$ cat config.mk
export PLATFORM = sky130hd
export DESIGN_NAME = hamming_window_stage
export DESIGN_NICKNAME = d
export VERILOG_FILES = /design/src/rtl/hamming_window_stage.sv
export SDC_FILE = /design/constraint.sdc
export NUM_CORES = 1
export LEC_CHECK = 0
export CORE_MARGIN = 1.5
export CORE_UTILIZATION = 50
export DETAILED_ROUTE_END_ITERATION = 8
export PLACE_DENSITY_LB_ADDON = 0.25
export SLEW_MARGIN = 15
export SYNTH_ARGS = -nofsm -noshare
export SYNTH_HDL_FRONTEND = slang
export SYNTH_SLANG_ARGS = --single-unit
$ cat constraint.sdc
create_clock -name clk -period 16.1 [get_ports clk]
set_clock_uncertainty 0.1 [all_clocks]
set_input_delay 3.22 -clock clk [delete_from_list [all_inputs] [get_ports clk]]
set_output_delay 3.22 -clock clk [all_outputs]
set_load 0.02 [all_outputs]
$ cat src/rtl/hamming_window_stage.sv
// ---------------------------------------------------------------------------
// hamming_window_stage
//
// Reads one frame of FRAME_LEN signed samples from the window buffer and
// multiplies each by an unsigned Q0.16 Hamming coefficient. It then appends
// zeros up to FFT_SIZE outputs and streams the frame downstream with
// valid/ready. frame_done_o pulses one cycle after the last output is
// accepted. This pulse drives the window buffer's start_move.
//
// The coefficient image (the contents of hamming_306.hex) is supplied as the
// packed parameter COEF_ROM. Entry i sits at bits [i*COEF_WIDTH +: COEF_WIDTH].
//
// Optional build macro MFCC_WIN_ROUND_EN:
//   defined   -> round half-up and saturate to the signed WIDTH range
//   undefined -> truncate (arithmetic shift, floor) with no saturation
//
// Ports:
//   clk, rst       clock, asynchronous active-high reset
//   start_i        frame start pulse, ignored unless IDLE
//   win_rd_en_o    read request to window buffer (READ state, not stalled)
//   win_data_i     window buffer sample, valid with win_valid_i
//   win_valid_i    window buffer has a sample to read
//   out_data_o     windowed sample
//   out_valid_o    output valid
//   out_ready_i    downstream ready
//   out_last_o     high with output index FFT_SIZE-1
//   out_index_o    index 0..FFT_SIZE-1 of the current output
//   busy_o         high whenever the FSM is not IDLE
//   frame_done_o   one-cycle pulse after the last output is accepted
// ---------------------------------------------------------------------------
module hamming_window_stage #(
  parameter int WIDTH      = 16,
  parameter int FRAME_LEN  = 306,
  parameter int FFT_SIZE   = 512,
  parameter int COEF_WIDTH = 16,
  parameter logic [FRAME_LEN*COEF_WIDTH-1:0] COEF_ROM = {FRAME_LEN{{COEF_WIDTH{1'b1}}}}
) (
  input  logic             clk,
  input  logic             rst,
  input  logic             start_i,
  output logic             win_rd_en_o,
  input  logic [WIDTH-1:0] win_data_i,
  input  logic             win_valid_i,
  output logic [WIDTH-1:0] out_data_o,
  output logic             out_valid_o,
  input  logic             out_ready_i,
  output logic             out_last_o,
  output logic [9:0]       out_index_o,
  output logic             busy_o,
  output logic             frame_done_o
);

  localparam int IDX_W    = 10;
  localparam int PROD_W   = WIDTH + COEF_WIDTH + 1;
  localparam int ROM_BITS = FRAME_LEN * COEF_WIDTH;
  localparam int ROM_AW   = $clog2(ROM_BITS);
  localparam logic [IDX_W-1:0] LAST_READ = IDX_W'(FRAME_LEN - 1);
  localparam logic [IDX_W-1:0] LAST_SLOT = IDX_W'(FFT_SIZE - 1);
  localparam logic [IDX_W-1:0] IDX_ONE   = IDX_W'(1);

  typedef enum logic [1:0] {
    IDLE  = 2'd0,
    READ  = 2'd1,
    PAD   = 2'd2,
    DRAIN = 2'd3
  } state_t;

  state_t                   state_q, state_d;
  logic [IDX_W-1:0]         slot_cnt_q, slot_cnt_d;   // index of next slot entering P1
  logic                     p1_valid_q, p1_valid_d;
  logic signed [WIDTH-1:0]  p1_sample_q, p1_sample_d;
  logic [COEF_WIDTH-1:0]    p1_coef_q, p1_coef_d;
  logic [IDX_W-1:0]         p1_index_q, p1_index_d;
  logic                     p1_last_q, p1_last_d;
  logic                     out_valid_q, out_valid_d;
  logic [WIDTH-1:0]         out_data_q, out_data_d;
  logic [IDX_W-1:0]         out_index_q, out_index_d;
  logic                     out_last_q, out_last_d;
  logic                     busy_q, busy_d;
  logic                     frame_done_q, frame_done_d;

  logic                     stall_s;
  logic                     in_read_s;
  logic                     rd_en_s;
  logic                     inject_s;
  logic                     accept_last_s;
  logic [IDX_W-1:0]         rom_addr_s;
  logic [ROM_AW-1:0]        rom_base_s;
  logic [COEF_WIDTH-1:0]    rom_coef_s;
  logic signed [PROD_W-1:0] prod_s;
  logic [WIDTH-1:0]         win_res_s;

`ifdef MFCC_WIN_ROUND_EN
  localparam logic signed [PROD_W-1:0] ROUND_C =
    {{(PROD_W-COEF_WIDTH){1'b0}}, 1'b1, {(COEF_WIDTH-1){1'b0}}};
  localparam logic signed [PROD_W-1:0] SAT_MAX =
    {{(PROD_W-WIDTH+1){1'b0}}, {(WIDTH-1){1'b1}}};
  localparam logic signed [PROD_W-1:0] SAT_MIN =
    {{(PROD_W-WIDTH+1){1'b1}}, {(WIDTH-1){1'b0}}};
  logic signed [PROD_W-1:0] shifted_s;
`endif

  // Handshake qualifiers and coefficient lookup (address held at 0 outside READ)
  always_comb begin
    stall_s       = out_valid_q && !out_ready_i;
    in_read_s     = (state_q == READ);
    rd_en_s       = in_read_s && !stall_s;
    accept_last_s = out_valid_q && out_ready_i && out_last_q;
    rom_addr_s    = {IDX_W{1'b0}};
    if (in_read_s) begin
      rom_addr_s = slot_cnt_q;
    end else begin
      rom_addr_s = {IDX_W{1'b0}};
    end
    rom_base_s = ROM_AW'(rom_addr_s) * ROM_AW'(COEF_WIDTH);
    rom_coef_s = COEF_ROM[rom_base_s +: COEF_WIDTH];
  end

  // Frame FSM: next state, slot counter and pipeline injection
  always_comb begin
    state_d    = state_q;
    slot_cnt_d = slot_cnt_q;
    inject_s   = 1'b0;
    case (state_q)
      IDLE: begin
        if (start_i) begin
          state_d    = READ;
          slot_cnt_d = {IDX_W{1'b0}};
        end else begin
          state_d = IDLE;
        end
      end
      READ: begin
        if (rd_en_s && win_valid_i) begin
          inject_s   = 1'b1;
          slot_cnt_d = slot_cnt_q + IDX_ONE;
          if (slot_cnt_q == LAST_READ) begin
            if (FFT_SIZE == FRAME_LEN) begin
              state_d = DRAIN;
            end else begin
              state_d = PAD;
            end
          end else begin
            state_d = READ;
          end
        end else begin
          state_d = READ;
        end
      end
      PAD: begin
        if (!stall_s) begin
          inject_s   = 1'b1;
          slot_cnt_d = slot_cnt_q + IDX_ONE;
          if (slot_cnt_q == LAST_SLOT) begin
            state_d = DRAIN;
          end else begin
            state_d = PAD;
          end
        end else begin
          state_d = PAD;
        end
      end
      DRAIN: begin
        if (accept_last_s) begin
          state_d = IDLE;
        end else begin
          state_d = DRAIN;
        end
      end
      default: begin
        state_d    = IDLE;
        slot_cnt_d = {IDX_W{1'b0}};
      end
    endcase
    busy_d       = (state_d != IDLE);
    frame_done_d = (state_q == DRAIN) && accept_last_s;
  end

  // Windowing arithmetic: signed sample times zero-extended Q0.16 coefficient
  always_comb begin
    prod_s = PROD_W'(p1_sample_q) * PROD_W'($signed({1'b0, p1_coef_q}));
`ifdef MFCC_WIN_ROUND_EN
    shifted_s = (prod_s + ROUND_C) >>> COEF_WIDTH;
    if (shifted_s > SAT_MAX) begin
      win_res_s = {1'b0, {(WIDTH-1){1'b1}}};
    end else if (shifted_s < SAT_MIN) begin
      win_res_s = {1'b1, {(WIDTH-1){1'b0}}};
    end else begin
      win_res_s = shifted_s[WIDTH-1:0];
    end
`else
    win_res_s = WIDTH'(prod_s >>> COEF_WIDTH);
`endif
  end

  // Two-stage pipeline; a stall freezes both stages, bubbles pass as invalid
  always_comb begin
    p1_valid_d  = p1_valid_q;
    p1_sample_d = p1_sample_q;
    p1_coef_d   = p1_coef_q;
    p1_index_d  = p1_index_q;
    p1_last_d   = p1_last_q;
    out_valid_d = out_valid_q;
    out_data_d  = out_data_q;
    out_index_d = out_index_q;
    out_last_d  = out_last_q;
    if (stall_s) begin
      p1_valid_d  = p1_valid_q;
      out_valid_d = out_valid_q;
    end else begin
      p1_valid_d = inject_s;
      if (inject_s) begin
        if (in_read_s) begin
          p1_sample_d = win_data_i;
          p1_coef_d   = rom_coef_s;
        end else begin
          p1_sample_d = {WIDTH{1'b0}};
          p1_coef_d   = {COEF_WIDTH{1'b0}};
        end
        p1_index_d = slot_cnt_q;
        p1_last_d  = (slot_cnt_q == LAST_SLOT);
      end else begin
        p1_last_d = 1'b0;
      end
      out_valid_d = p1_valid_q;
      if (p1_valid_q) begin
        out_data_d  = win_res_s;
        out_index_d = p1_index_q;
        out_last_d  = p1_last_q;
      end else begin
        out_last_d = 1'b0;
      end
    end
  end

  // State, counter and pipeline registers
  always_ff @(posedge clk or posedge rst) begin
    if (rst) begin
      state_q      <= IDLE;
      slot_cnt_q   <= {IDX_W{1'b0}};
      p1_valid_q   <= 1'b0;
      p1_sample_q  <= {WIDTH{1'b0}};
      p1_coef_q    <= {COEF_WIDTH{1'b0}};
      p1_index_q   <= {IDX_W{1'b0}};
      p1_last_q    <= 1'b0;
      out_valid_q  <= 1'b0;
      out_data_q   <= {WIDTH{1'b0}};
      out_index_q  <= {IDX_W{1'b0}};
      out_last_q   <= 1'b0;
      busy_q       <= 1'b0;
      frame_done_q <= 1'b0;
    end else begin
      state_q      <= state_d;
      slot_cnt_q   <= slot_cnt_d;
      p1_valid_q   <= p1_valid_d;
      p1_sample_q  <= p1_sample_d;
      p1_coef_q    <= p1_coef_d;
      p1_index_q   <= p1_index_d;
      p1_last_q    <= p1_last_d;
      out_valid_q  <= out_valid_d;
      out_data_q   <= out_data_d;
      out_index_q  <= out_index_d;
      out_last_q   <= out_last_d;
      busy_q       <= busy_d;
      frame_done_q <= frame_done_d;
    end
  end

  assign win_rd_en_o  = rd_en_s;
  assign out_data_o   = out_data_q;
  assign out_valid_o  = out_valid_q;
  assign out_last_o   = out_last_q;
  assign out_index_o  = out_index_q;
  assign busy_o       = busy_q;
  assign frame_done_o = frame_done_q;

endmodule

== Yosys cells after proc, flatten, opt, wreduce, memory -nomap -nowiden ==
Index checks and enable logic that the tools add are counted.
Storage, ports and cells
  output and inout port bits: 31
  flip-flop bits (word level): 86
  bits in latches: 0
  bits in read-only memories: 0
  word-level logic and storage cells: 58
  memories kept: 0
  RAM bits: 0
  input port bits: 21
Cells by class
  multipliers: 1
  $add $sub $neg: 1
  divide/modulo/power cells: 0
  reduce and logical (&&, ||, !) cells: 14
  mux-type cells: 19
  eq/ne operators: 8
  shift-type cells: 1
  order comparisons: 0
  bitwise gates (word level): 1
Operators by type and width (number)
  variable part select 4896 x 14 -> 16 bit (first input constant): 1
  multiplier 16 x 17 -> 32 bit: 1
  2-to-1 mux 16 bit: 2
  2-to-1 mux 10 bit: 3
  one-hot mux 10 bit (3 select lines): 1
  equality test 10 x 9 -> 1 bit (second input constant): 2
  adder 10 x 1 -> 10 bit (second input constant): 1
  2-to-1 mux 9 bit: 1
  2-to-1 mux 2 bit: 4
  one-hot mux 2 bit (4 select lines): 1
  logical AND 1 bit: 6
  2-to-1 mux 1 bit: 6
  equality test 2 bit (second input constant): 2
  inequality test 2 bit (second input constant): 2
  AND reduction 2 bit: 2
  AND reduction 4 bit: 1
  nonzero test 3 bit: 1
  equality test 2 x 1 -> 1 bit (second input constant): 1
  logical NOT 1 bit: 2
  logical NOT 2 bit: 1
  inequality test 2 x 1 -> 1 bit (second input constant): 1
  one-hot mux 1 bit (2 select lines): 1
  nonzero test 2 bit: 1
  NOT 1 bit: 1

== Logic depth before layout (Yosys ltp) ==
Gate-level depths: netlist of the first run.
  depth in word-level cells: 8
  mapped depth: 25
  mapped depth without buffers: 25

== Least setup slack after synthesis of the first run ==
OpenSTA, ideal clock, no wires.
  path type: input-to-output
  from: input port out_ready_i
  to: output port win_rd_en_o
  buffers on the path: 0
  data required time: 12.780 ns
  cell stages on the path: 2
  data arrival time: 3.677 ns
  slack: 9.103 ns
  cells stage by stage: nand2b_1 > and2_1
On the way
  cells in the longest elaborated chain, start to end: 4
Ends and longest elaborated chain
  start, declared: line 46  | input logic out_ready_i,
  logical NOT 1 bit: line 105  | stall_s = out_valid_q && !out_ready_i;
  logical AND 1 bit: line 105
  logical NOT 1 bit
  logical AND 1 bit: line 107  | rd_en_s = in_read_s && !stall_s;
  end, declared: line 41  | output logic win_rd_en_o,
Every way passes these cells.

== Final worst setup path of the first run ==
Ends and elaborated chain as after synthesis.

==> flow_summary_export.csv, run 1 <==
group,metric,value,unit
synthesis,async_flop_share,1.00,
run_status,status,"finished, final reports clean",
clocking,cts_setup_buffers,0,
synthesis,ys.flop_type,"dfrtp_1",
cells_and_area,mostFrequentLayoutCells,"inv_1 (138), nand2_1 (128), ha_1 (118)",
clocking,cts_hold_buf,0,
placed_design,io_buffer_count,51,
global_routing,antenna_found_initial,0,
global_routing,track_usage,0.200,
setup_path,worst_r2r_path_depth,21,
synthesis,yosys_warnings,0,
detailed_routing,dr_total_vias,5564,
global_routing,grt_max_degree,72,
synthesis,netlist_instances,834,
setup_path,crit_chain,"clkdlybuf4s50_1, nand2b_1, and2_1, clkdlybuf4s50_1",
cells_and_area,drive_gt1_frac,0.0419,
timing,finalCriticalPeriod,8.04,ns
synthesis,synth_top_area_cell,"dfrtp_1",
timing,fin_crit_sh,0.499,
setup_path,cp_data_arrival_time,4.72,ns
timing,fin_setup_tns,0,ns
timing,final-setup-viol-count,0,
setup_path,cp-start-kind,"input pin",
floorplanning,fp-row-count,44,
setup_path,cpMostUsedCell,"clkdlybuf4s50_1",
cells_and_area,areaGrowthSynthToFinish,12.6,%
hold_path,min_path_type,"reg -> reg",
floorplanning,die_height,127,um
synthesis,yosysTopAreaCellShare,0.233,
setup_path,crit_buf_inv,2,
setup_path,cp-end-kind,"primary output",
synthesis,synth_edf_count,0,
setup_path,r2r_slack,8.87,ns
setup_path,path_delay_family,"buffers and inverters",
timing,slew_violations,0,
detailed_routing,via_per_inst,5.21,
synthesis,yosysSeqAreaShare,0.233,
floorplanning,initial_utilization,0.519,
timing,relSlewSlack,0.402,
synthesis,ys_ff_latch,71,
placed_design,place_congestion,0.806,
cells_and_area,final_common_cell,"inv_1",
cells_and_area,nets,1084,
setup_path,cp_slowest_stage_delay,0.60,ns
clocking,cts_buffers,9,
floorplanning,die_w,127,um
synthesis,synthesis.nets,1040,
hold_path,hold_depth,2,
clocking,cts_tree,"done",
clocking,cts.reportedPaths.clkPinSlew,0.06,ns
timing,worst_pin_slew,0.897,ns
detailed_routing,ant_nets,0,
global_routing,grt_pass1_vias,5523,
synthesis,synth_area,7630,um^2
cells_and_area,diodes,0,
clocking,clk_latency,0.34,ns
floorplanning,core,14700,um^2
clocking,clock_sinks,71,
detailed_routing,dr.pass1.iters,4,
synthesis,synth_area_leaders,"dfrtp_1 (23%), ha_1 (19%), fa_1 (18%), inv_1 (6.8%), nand2_1 (6.3%)",
detailed_routing,drc,0,
timing,max_freq,124,MHz
setup_path,crit_path_top_delay_cell,"clkdlybuf4s50_1",
synthesis,yosys.cell_types.count,47,
setup_path,path_depth,4,
global_routing,overflow,0,
setup_path,crit_type,"in -> out",
detailed_routing,initialDrtViolationCount,270,
placed_design,hpwl,12.1,mm
detailed_routing,wl_per_cell,13.9,um
clocking,ctsHtreeMaxLevel,3,
clocking,cts_resized,0,
synthesis,synth_area_per_cell,9.15,um^2
timing,hold_viol,0,
clocking,cts-root-buf,"clkbuf_16",
floorplanning,io_pins,52,
timing,rsz0062_at_grt,"false",
job,drv_cap,0,
clocking,cts_buffer_depth,2,
setup_path,crit_required,12.78,ns
floorplanning,dieArea,16000,um^2
detailed_routing,routed_wl,14.8,mm
setup_path,cp_max_fo,8,
global_routing,grt_pass1_wl,25.8,mm
cell families after synthesis:
| group | share of synthesized area |
|---|---|
| xor+xnor | 0.0517 |
| simple gates | 0.129 |
| buf+inv | 0.0797 |
| fa+ha+maj | 0.372 |
| compound gates | 0.120 |
| mux | 0.0146 |
| flops | 0.233 |
cell usage after synthesis, drive strengths merged, types with 8 or more instances:
master / instances
a21o: 20
a21oi: 24
and2: 20
and3: 10
clkbuf: 23
dfrtp: 71
fa: 67
ha: 118
inv: 139
mux2: 9
nand2: 128
nand3: 17
nor2: 15
nor3: 8
o21ai: 43
o31ai: 11
xnor2: 22
xor2: 23
through the flow:
stage / cells / hold slack (ns) / util / area [um^2] / setup WS, ns
floorplan: 834 / 0.333 / - / 7630 / 9.10
global placement: 1051 / 0.349 / 0.566 / 8320 / 8.08
detailed placement: 1051 / 0.355 / 0.566 / 8320 / 8.05
CTS: 1067 / 0.371 / 0.585 / 8590 / 8.05
global route: 1067 / 0.400 / 0.585 / 8590 / 8.00
finish: 1067 / 0.366 / 0.585 / 8590 / 8.06
state kept, by name, summed over array words and instances (netlist names), 2 cells and up:
register	flops
out_data_o	16
p1_sample_q	16
out_index_o	10
p1_index_q	10
slot_cnt_q	10
state_q	2
layout make-up:
class / instances / area, um^2
well taps: 184 / 230
clock inverters: 6 / 43.8
inverters: 139 / 522
flip-flops and latches: 71 / 1780
repair buffers: 56 / 548
fillers: 1295 / 6110
multi-input cells: 601 / 5240
clock buffers: 10 / 229
tightest hold or removal path: cells and delay by family, from the launching register on:
kind             cells  cell delay [ns]
DFF                  1             0.34
and+or+nand+nor      2             0.10
layer usage:
layer	wire length (um)	GRT usage	share of wire
met1	6820	0.261	0.46
met2	7450	0.351	0.50
met3	404	0.0278	0.027
met4	160	0.0534	0.011
met5	0	0	0
final timing paths:
check / from / endpoint
max: out_ready_i / win_rd_en_o
min: p1_index_q[5] / out_index_o[5]
max reg2reg: p1_coef_q[14] / out_data_o[15]
min reg2reg: p1_index_q[5] / out_index_o[5]
max in group asynchronous: rst / p1_sample_q[6]
min in group asynchronous: rst / out_data_o[13]
Power of run 1 is not shown: default switching activity piles up to over one toggle a cycle in this logic, so the estimate is an artifact.
==> run 2: changes to the inputs <==
clock period = 7.8 ns   (was 16.1 ns; I/O delays follow)
==> flow_summary_export.csv, run 2 (synthesis gave the netlist of run 1 again) <==
group,metric,value,unit
setup_path,cpMostUsedCell,"fa_1",
cells_and_area,drive_gt1_frac,0.0408,
timing,final-setup-viol-count,0,
setup_path,critPathLaunch,"p1_coef_q[14]",
clocking,cts_setup_buffers,0,
floorplanning,fp-row-count,44,
detailed_routing,ant_nets,0,
timing,worst_pin_slew,0.899,ns
detailed_routing,dr.pass1.iters,5,
cells_and_area,diodes,0,
placed_design,hpwl,12.2,mm
hold_path,min_path_type,"reg -> reg",
timing,rsz0062_at_grt,"false",
global_routing,grt_pass1_vias,5602,
clocking,cts-root-buf,"clkbuf_16",
floorplanning,core,14700,um^2
clocking,clk_latency,0.34,ns
setup_path,cp-end-kind,"flip-flop",
global_routing,overflow,0,
detailed_routing,via_per_inst,5.27,
floorplanning,initial_utilization,0.519,
setup_path,crit_buf_inv,3,
setup_path,cp-start-kind,"flip-flop",
timing,hold_viol,0,
clocking,cts_tree,"done",
floorplanning,io_pins,52,
floorplanning,die_w,127,um
setup_path,path_delay_family,"adder cells",
timing,relSlewSlack,0.401,
setup_path,r2r_start,"p1_coef_q[14]",
detailed_routing,drc,0,
global_routing,grt_max_degree,72,
setup_path,cp_max_fo,31,
clocking,cts.reportedPaths.clkPinSlew,0.05,ns
cells_and_area,multiInputGateArea,5240,um^2
cells_and_area,fill_cells,1322,
setup_path,crit_path_top_delay_cell,"a211oi_1",
timing,fin_setup_tns,0,ns
clocking,ctsHtreeMaxLevel,3,
detailed_routing,dr_total_vias,5618,
clocking,cts_buffers,9,
setup_path,crit_chain,"and2_1, or2_2, ha_1, inv_1, fa_1, fa_1, xnor2_1, xnor2_1, xnor2_1, fa_1, inv_1, fa_1, inv_1, ha_1, a21oi_1, o21ai_0, nor3_1, a211oi_1, o21ai_1, and4_1, o31ai_1",
cells_and_area,mostFrequentLayoutCells,"inv_1 (138), nand2_1 (128), ha_1 (118)",
setup_path,crit_required,7.94,ns
job,drv_cap,0,
timing,slew_violations,0,
global_routing,grt_pass1_wl,26.0,mm
timing,fin_crit_sh,0.902,
hold_path,hp-start,"p1_index_q[3]",
timing,finalCriticalPeriod,7.03,ns
detailed_routing,initialDrtViolationCount,364,
cells_and_area,final_common_cell,"inv_1",
cells_and_area,seq_area,1780,um^2
placed_design,io_buffer_count,51,
setup_path,cp_slowest_stage_delay,0.67,ns
clocking,clock_sinks,71,
setup_path,crit_type,"reg -> reg",
cells_and_area,nets,1084,
detailed_routing,wl_per_cell,14.1,um
clocking,cts_buffer_depth,2,
detailed_routing,routed_wl,15.0,mm
floorplanning,dieArea,16000,um^2
timing,max_freq,142,MHz
global_routing,antenna_found_initial,0,
placed_design,place_congestion,0.815,
global_routing,track_usage,0.201,
run_status,status,"finished, final reports clean",
cells_and_area,areaGrowthSynthToFinish,12.9,%
setup_path,cp_data_arrival_time,7.18,ns
floorplanning,die_height,127,um
-- run 2: path summary, 6_finish.rpt --
kind | to | slack (ns) | cells past startpoint
max reg2reg | out_data_o[15] | 0.77 | 21
min in group asynchronous | out_index_o[6] | 1.72 | 3
max in group asynchronous | p1_coef_q[14] | 5.25 | 3
min reg2reg | out_index_o[3] | 0.37 | 2
min | out_index_o[3] | 0.37 | 2
max | out_data_o[15] | 0.77 | 21
-- run 2: cell type report --
| class | instances | area share |
|---|---|---|
| clock buffers | 12 | 0.0286 |
| clock inverters | 3 | 0.00508 |
| inverters | 139 | 0.0606 |
| multi-input cells | 601 | 0.609 |
| flip-flops and latches | 71 | 0.206 |
| well taps | 184 | 0.0267 |
| repair buffers | 56 | 0.0636 |
-- run 2: routing by layer --
metal / routed length (um) / global-route usage / vias to the layer above / part of all wire
li1: - / - / 2823 / -
met1: 7010 / 0.264 / 2715 / 0.47
met2: 7460 / 0.347 / 62 / 0.50
met3: 336 / 0.0316 / 18 / 0.022
met4: 232 / 0.0561 / 0 / 0.015
met5: 0 / 0 / - / 0
-- run 2: per-stage QoR --
step	hold slack [ns]	worst slack [ns]	area (um^2)	instances	utilization
global route	0.393	0.180	8610	1066	0.586
CTS	0.374	0.609	8610	1066	0.586
detailed placement	0.362	0.646	8320	1051	0.566
global placement	0.359	0.836	8320	1051	0.566
finish	0.370	0.765	8610	1066	0.586
floorplan	0.333	1.49	7630	834	-
-- run 2: repair_timing --
item,4_1_cts,5_1_grt
endpoints found under the setup margin,0,1
gates resized for setup,0,1
hold buffers,0,0
-- run 2: worst reg2reg max path, cell delays in order, from the launching register on --
cell      delay, ns
dfrtp_2        0.56
and2_1         0.24
or2_2          0.31
ha_1           0.32
inv_1          0.26
fa_1           0.59
fa_1           0.54
xnor2_1        0.16
xnor2_1        0.44
xnor2_1        0.17
fa_1           0.55
inv_1          0.05
fa_1           0.53
inv_1          0.04
ha_1           0.38
a21oi_1        0.09
o21ai_0        0.22
nor3_1         0.10
a211oi_1       0.67
o21ai_1        0.23
and4_1         0.22
o31ai_1        0.19
Power of run 2 is left out for the same reason.
